==> src/rtl/top_control_batch.sv <==
// Batch controller: runs job_count Montgomery multiplications (LOAD -> FIOS -> STORE per job)
// with per-phase watchdog, processor abort and error reporting.
module top_control_batch #(
  parameter int JOB_W   = 8,
  parameter int TIMEOUT = 4096,
  parameter int WD_W    = 16
) (
  input  logic             clock_i,
  input  logic             reset_i,
  input  logic             start_i,
  input  logic             abort_i,
  input  logic [JOB_W-1:0] job_count_i,
  input  logic             load_done_i,
  input  logic             store_done_i,
  input  logic             FIOS_last_i,
  output logic             mem_start_o,
  output logic             load_store_o,
  output logic             FIOS_start_o,
  output logic [JOB_W-1:0] job_idx_o,
  output logic             busy_o,
  output logic             done_o,
  output logic             error_o,
  output logic [1:0]       err_code_o
);

  typedef enum logic [3:0] {
    S_IDLE      = 4'd0,
    S_LOAD      = 4'd1,
    S_LOAD_LAST = 4'd2,
    S_FIOS_INIT = 4'd3,
    S_FIOS      = 4'd4,
    S_STORE     = 4'd5,
    S_NEXT      = 4'd6,
    S_DONE      = 4'd7,
    S_ERROR     = 4'd8
  } state_t;

  localparam logic [WD_W-1:0] WD_LAST = WD_W'(TIMEOUT - 1);
  localparam logic            WD_EN   = (TIMEOUT != 0);

  state_t           state_r, state_next_s;
  logic [WD_W-1:0]  wd_r, wd_next_s;
  logic [JOB_W-1:0] count_r, count_next_s;
  logic [JOB_W-1:0] job_idx_r, job_idx_next_s;
  logic [1:0]       err_code_r, err_next_s;
  logic             wd_exp_s, job_last_s, batch_start_s, in_phase_s;
  logic             mem_start_r, load_store_r, fios_start_r, busy_r, done_r, error_r;
  logic             mem_start_s, load_store_s, fios_start_s, busy_s, done_s, error_s;

  // Error code reported for a watchdog expiry in the given phase.
  function automatic logic [1:0] phase_err_code(input state_t st);
    case (st)
      S_LOAD:  phase_err_code = 2'b01;
      S_FIOS:  phase_err_code = 2'b10;
      S_STORE: phase_err_code = 2'b11;
      default: phase_err_code = 2'b00;
    endcase
  endfunction

  assign wd_exp_s      = WD_EN && (wd_r == WD_LAST);
  assign job_last_s    = (job_idx_r == (count_r - JOB_W'(1)));
  assign batch_start_s = (state_r == S_IDLE) && start_i && !abort_i;
  assign in_phase_s    = (state_r == S_LOAD) || (state_r == S_FIOS) || (state_r == S_STORE);

  // State register plus datapath and registered Moore outputs.
  always_ff @(posedge clock_i) begin
    if (reset_i) begin
      state_r      <= S_IDLE;
      wd_r         <= {WD_W{1'b0}};
      count_r      <= {JOB_W{1'b0}};
      job_idx_r    <= {JOB_W{1'b0}};
      err_code_r   <= 2'b00;
      mem_start_r  <= 1'b0;
      load_store_r <= 1'b0;
      fios_start_r <= 1'b0;
      busy_r       <= 1'b0;
      done_r       <= 1'b0;
      error_r      <= 1'b0;
    end else begin
      state_r      <= state_next_s;
      wd_r         <= wd_next_s;
      count_r      <= count_next_s;
      job_idx_r    <= job_idx_next_s;
      err_code_r   <= err_next_s;
      mem_start_r  <= mem_start_s;
      load_store_r <= load_store_s;
      fios_start_r <= fios_start_s;
      busy_r       <= busy_s;
      done_r       <= done_s;
      error_r      <= error_s;
    end
  end

  // Next-state logic; abort outranks done events and watchdog expiry.
  always_comb begin
    state_next_s = state_r;
    case (state_r)
      S_IDLE: begin
        if (batch_start_s) begin
          state_next_s = (job_count_i == {JOB_W{1'b0}}) ? S_DONE : S_LOAD;
        end else begin
          state_next_s = S_IDLE;
        end
      end
      S_LOAD: begin
        if (abort_i)          state_next_s = S_IDLE;
        else if (load_done_i) state_next_s = S_LOAD_LAST;
        else if (wd_exp_s)    state_next_s = S_ERROR;
        else                  state_next_s = S_LOAD;
      end
      S_LOAD_LAST: state_next_s = abort_i ? S_IDLE : S_FIOS_INIT;
      S_FIOS_INIT: state_next_s = abort_i ? S_IDLE : S_FIOS;
      S_FIOS: begin
        if (abort_i)          state_next_s = S_IDLE;
        else if (FIOS_last_i) state_next_s = S_STORE;
        else if (wd_exp_s)    state_next_s = S_ERROR;
        else                  state_next_s = S_FIOS;
      end
      S_STORE: begin
        if (abort_i)           state_next_s = S_IDLE;
        else if (store_done_i) state_next_s = S_NEXT;
        else if (wd_exp_s)     state_next_s = S_ERROR;
        else                   state_next_s = S_STORE;
      end
      S_NEXT: begin
        if (abort_i)         state_next_s = S_IDLE;
        else if (job_last_s) state_next_s = S_DONE;
        else                 state_next_s = S_LOAD;
      end
      S_DONE:  state_next_s = start_i ? S_DONE : S_IDLE;
      S_ERROR: state_next_s = start_i ? S_ERROR : S_IDLE;
      default: state_next_s = S_IDLE;
    endcase
  end

  // Datapath next values: watchdog restarts on every state change.
  always_comb begin
    wd_next_s      = {WD_W{1'b0}};
    count_next_s   = count_r;
    job_idx_next_s = job_idx_r;
    err_next_s     = err_code_r;
    if ((state_next_s == state_r) && in_phase_s) begin
      wd_next_s = wd_r + WD_W'(1);
    end else begin
      wd_next_s = {WD_W{1'b0}};
    end
    if (batch_start_s) begin
      count_next_s   = job_count_i;
      job_idx_next_s = {JOB_W{1'b0}};
    end else if (busy_r && abort_i) begin
      job_idx_next_s = {JOB_W{1'b0}};
    end else if ((state_r == S_NEXT) && !job_last_s) begin
      job_idx_next_s = job_idx_r + JOB_W'(1);
    end else begin
      job_idx_next_s = job_idx_r;
    end
    if ((state_next_s == S_ERROR) && (state_r != S_ERROR)) begin
      err_next_s = phase_err_code(state_r);
    end else if ((state_r == S_ERROR) && (state_next_s != S_ERROR)) begin
      err_next_s = 2'b00;
    end else if (batch_start_s) begin
      err_next_s = 2'b00;
    end else begin
      err_next_s = err_code_r;
    end
  end

  // Moore output decode of the upcoming state, registered above.
  always_comb begin
    mem_start_s  = 1'b0;
    load_store_s = 1'b0;
    fios_start_s = 1'b0;
    busy_s       = 1'b1;
    done_s       = 1'b0;
    error_s      = 1'b0;
    case (state_next_s)
      S_IDLE:      busy_s = 1'b0;
      S_LOAD:      mem_start_s = 1'b1;
      S_LOAD_LAST: busy_s = 1'b1;
      S_FIOS_INIT: fios_start_s = 1'b1;
      S_FIOS:      busy_s = 1'b1;
      S_STORE: begin
        mem_start_s  = 1'b1;
        load_store_s = 1'b1;
      end
      S_NEXT:      busy_s = 1'b1;
      S_DONE: begin
        busy_s = 1'b0;
        done_s = 1'b1;
      end
      S_ERROR: begin
        busy_s  = 1'b0;
        error_s = 1'b1;
      end
      default:     busy_s = 1'b0;
    endcase
  end

  assign mem_start_o  = mem_start_r;
  assign load_store_o = load_store_r;
  assign FIOS_start_o = fios_start_r;
  assign busy_o       = busy_r;
  assign done_o       = done_r;
  assign error_o      = error_r;
  assign job_idx_o    = job_idx_r;
  assign err_code_o   = err_code_r;

endmodule

==> config.mk <==
export PLATFORM = sky130hd
export DESIGN_NAME = top_control_batch
export DESIGN_NICKNAME = d
export VERILOG_FILES = /design/src/rtl/top_control_batch.sv
export SDC_FILE = /design/constraint.sdc
export NUM_CORES = 1
export LEC_CHECK = 0
export BUFFER_PORTS_ARGS = -buffer_cell sky130_fd_sc_hd__buf_2
export CORE_UTILIZATION = 52
export CTS_CLUSTER_SIZE = 24
export DETAILED_ROUTE_END_ITERATION = 10
export PLACE_DENSITY_LB_ADDON = 0.1
export SETUP_SLACK_MARGIN = 0.4
export SLEW_MARGIN = 40
export SYNTH_ARGS = -nofsm -noshare
export SYNTH_HDL_FRONTEND = slang
export SYNTH_SLANG_ARGS = --single-unit
==> constraint.sdc <==
create_clock -name clock_i -period 2.1 [get_ports clock_i]
set_input_delay 0.105 -clock clock_i [delete_from_list [all_inputs] [get_ports clock_i]]
set_output_delay 0.105 -clock clock_i [all_outputs]
set_load 0.03 [all_outputs]
==> impl_results.md <==
* CTS Root Cell: clkbuf_8
* Clk buf depth at 2
* Fin crit share at 99.3%
* Pin count of the biggest net entering global routing at 17
* Yosys top cell by area: dfxtp_1
* Type of the worst setup path: reg -> reg
* Initial antenna violation count at 0
* #FFs+latches synth at 44
* Crit Reg-Reg Startpoint: count_r[5]
* Reg clk slew, reported paths at about 90 ps
* Worst slew margin at between 50% and 60%
* Synth cell types at 49
* Flip-flop and latch area at 922 um^2
* GRT Total Usage at 24.5%
* Most area-consuming cells after synthesis: dfxtp_1 36%, nor2_1 6.6%, xnor2_1 5.4%
* Yosys warns at 0
* Syn_nets at 312
* Share of the synthesized area in the top cell type at around 36%
* Max Fclk at roughly 480 MHz
* Worst hold path class: in -> reg
* Post-synth ARST share at 0%
* Post-DP HPWL at 4.02 mm
* DIE WIDTH at approximately 70 um
* Final WL at between 6 and 7 mm
* Nets at 380
* Grt peak-use layer: met2
* Vias in the first global route at 2176
* Crit Path Max Fanout at 7
* Cts hold-fix bufs at 0
* Post-synth EDFFs at 0
* Req. time, crit path at between 2000 and 2500 ps
* CP Launch Type: register
* RSZ-0062 raised after global routing: yes
* Via density at about 5.8
* IO Pins at 31
* Total number of vias at 2410
* Hold Vio Cnt, Final at 0
* PwrDens at 546 nW/um^2
* DRT iter0 DRCs at approximately 140
* Leak Pwr at 1.39 nW
* # diodes at 0
* CP startpoint: count_r[5]
* Max-slew violation count at 0
* First-pass GRT wire length at ~10 mm
* Final ANT Viol Nets at 0
* Worst-margin pin slew at between 700 and 800 ps
* Max H-tree Level at 2
* Seq/Total Area, Yosys at 36.0%
* Cell count after placement at 381
* Synth Instances at slightly below 300
* Layout Cells excl Fill at 415
* Core area at 4440 um^2
* Final Skew at approximately 12 ps
* GR met2 Demand/Resource at approximately 44%
* Avg WL per Cell at roughly 15 um
* Avg Cell Area, Syn at 8.33 um^2
* End-of-flow core utilization at around three quarters
* M1 GR Usage at just under 30%
* Area grow syn2layout at 38.3%
* Multi-input logic area at roughly 1700 um^2
* Layout cell share with drive strength beyond 1 at 40.5%
* Die Y at between 70 and 80 um
* Initial core utilization at between 50 and 60%
* Most instantiated cells after synthesis: 44 x dfxtp_1, 43 x nor2_1, 33 x nand2_1
* CTS tree: built
* Port Buf Inserts at 30
* Total CTS buffers at 5
* # clock sinks at 44
* Most instantiated library cell after synthesis: dfxtp_1
* Mapped cell area at roughly 2400 um^2
* Site Rows at 24
* Arr. time, crit path at 2320 ps
* VDD IR max at approximately 0.4 mV
* Worst skew pair latency at around 300 ps
* Synth Flop Type: dfxtp_1
* Post-route minimum period at 2090 ps
* # fillers at about 320
* Final setup fails at 0
* M3 GR Usage at between 5 and 6%
* Status: complete, but fails checks
* Die area at approximately 5000 um^2
* Endpoint class of the critical path: register
* Failing checks: design-rule violations
* Gp weighted congestion at slightly above 0.8
* Worst hold path startpoint: job_count_i[7]
* Post-Route Setup TNS at 0 ps
* Drt drc at 9
* Max Cap Viol at 0
* TritonRoute pass-1 iters at 7
* Total grt overflow at 0
cells in the final DEF, fill, tap and decap left out, types with 4 or more instances in the layout:
master    instances
nand4_1           5
nand2_1          33
o31ai_1           4
clkbuf_8          5
dfxtp_2          15
nor2_2            4
o21ai_1           4
nand2b_1          4
nor2_1           36
nand3_1          13
dfxtp_1          23
buf_4            40
or4_1             6
xor2_1            7
mux2i_1           8
nor2b_1           4
buf_2            30
dfxtp_4           6
a21oi_1          10
xnor2_1          14
inv_1             7
nor3_1            6
sequential cells by signal, summed over array words and instances (netlist names), 2 cells and up:
name and count:
err_code_o 2, job_idx_o 8, wd_r 16, state_r 4
count_r 8
metrics by stage:
stage	hold WS [ps]	power, mW	instance area (um^2)	worst slack [ps]
global placement	356	1.05	2810	26.4
detailed placement	363	1.05	2810	-7.10
global route	68.7	1.91	3390	-33.5
floorplan	249	0.996	2530	36.7
finish	55.7	1.85	3390	14.3
CTS	49.5	1.84	3150	50.1
path summary, 6_finish.rpt:
path / end / slack (ps) / depth (start not counted)
worst max-delay path: job_idx_o[7] / 10 / 7
worst min register to register: count_r[7] / 530 / 2
worst max register to register: job_idx_o[7] / 10 / 7
worst min-delay path: count_r[7] / 60 / 3
cells by family after synthesis:
| family | count (synthesis) | share of synthesized area [%] |
|---|---|---|
| simple gates | 146 | 30.0 |
| flops | 44 | 36.0 |
| xor+xnor | 22 | 7.87 |
| fa+ha+maj | 3 | 1.53 |
| compound gates | 47 | 16.4 |
| buf+inv | 23 | 4.60 |
| mux | 9 | 3.68 |
layout make-up:
type	instances	share of cell area, %
multi-input combinational	227	50.3
sequential	44	27.2
timing repair buffer	74	15.6
clock buffer	6	2.14
tap	52	1.92
clock inverter	2	1.77
inverter	10	1.11
power by group:
part	internal [mW]	switching (mW)	leakage, nW
registers	0.841	0.0176	0.368
logic	0.105	0.118	0.961
clock network	0.476	0.292	0.0654
total	1.42	0.427	1.39
what timing repair did:
action                     CTS  global route
gates cloned                 0             1
pin swaps                   12            15
setup buffers               15            10
setup endpoints to repair   36            36
gates resized for setup     29            34
critical path: stages, from the launching register on:
cell,delay [ps]
dfxtp_4,370
and3b_1,170
o2111a_1,230
a311o_1,330
o2111a_4,220
buf_6,140
or4_1,400
a21oi_1,150
metal layers:
layer	vias up	wire length [um]
met5	-	0
met4	0	132
met3	17	300
met2	66	3250
met1	1156	2720
li1	1171	-
Note: power is estimated with default switching activity, not from simulation.
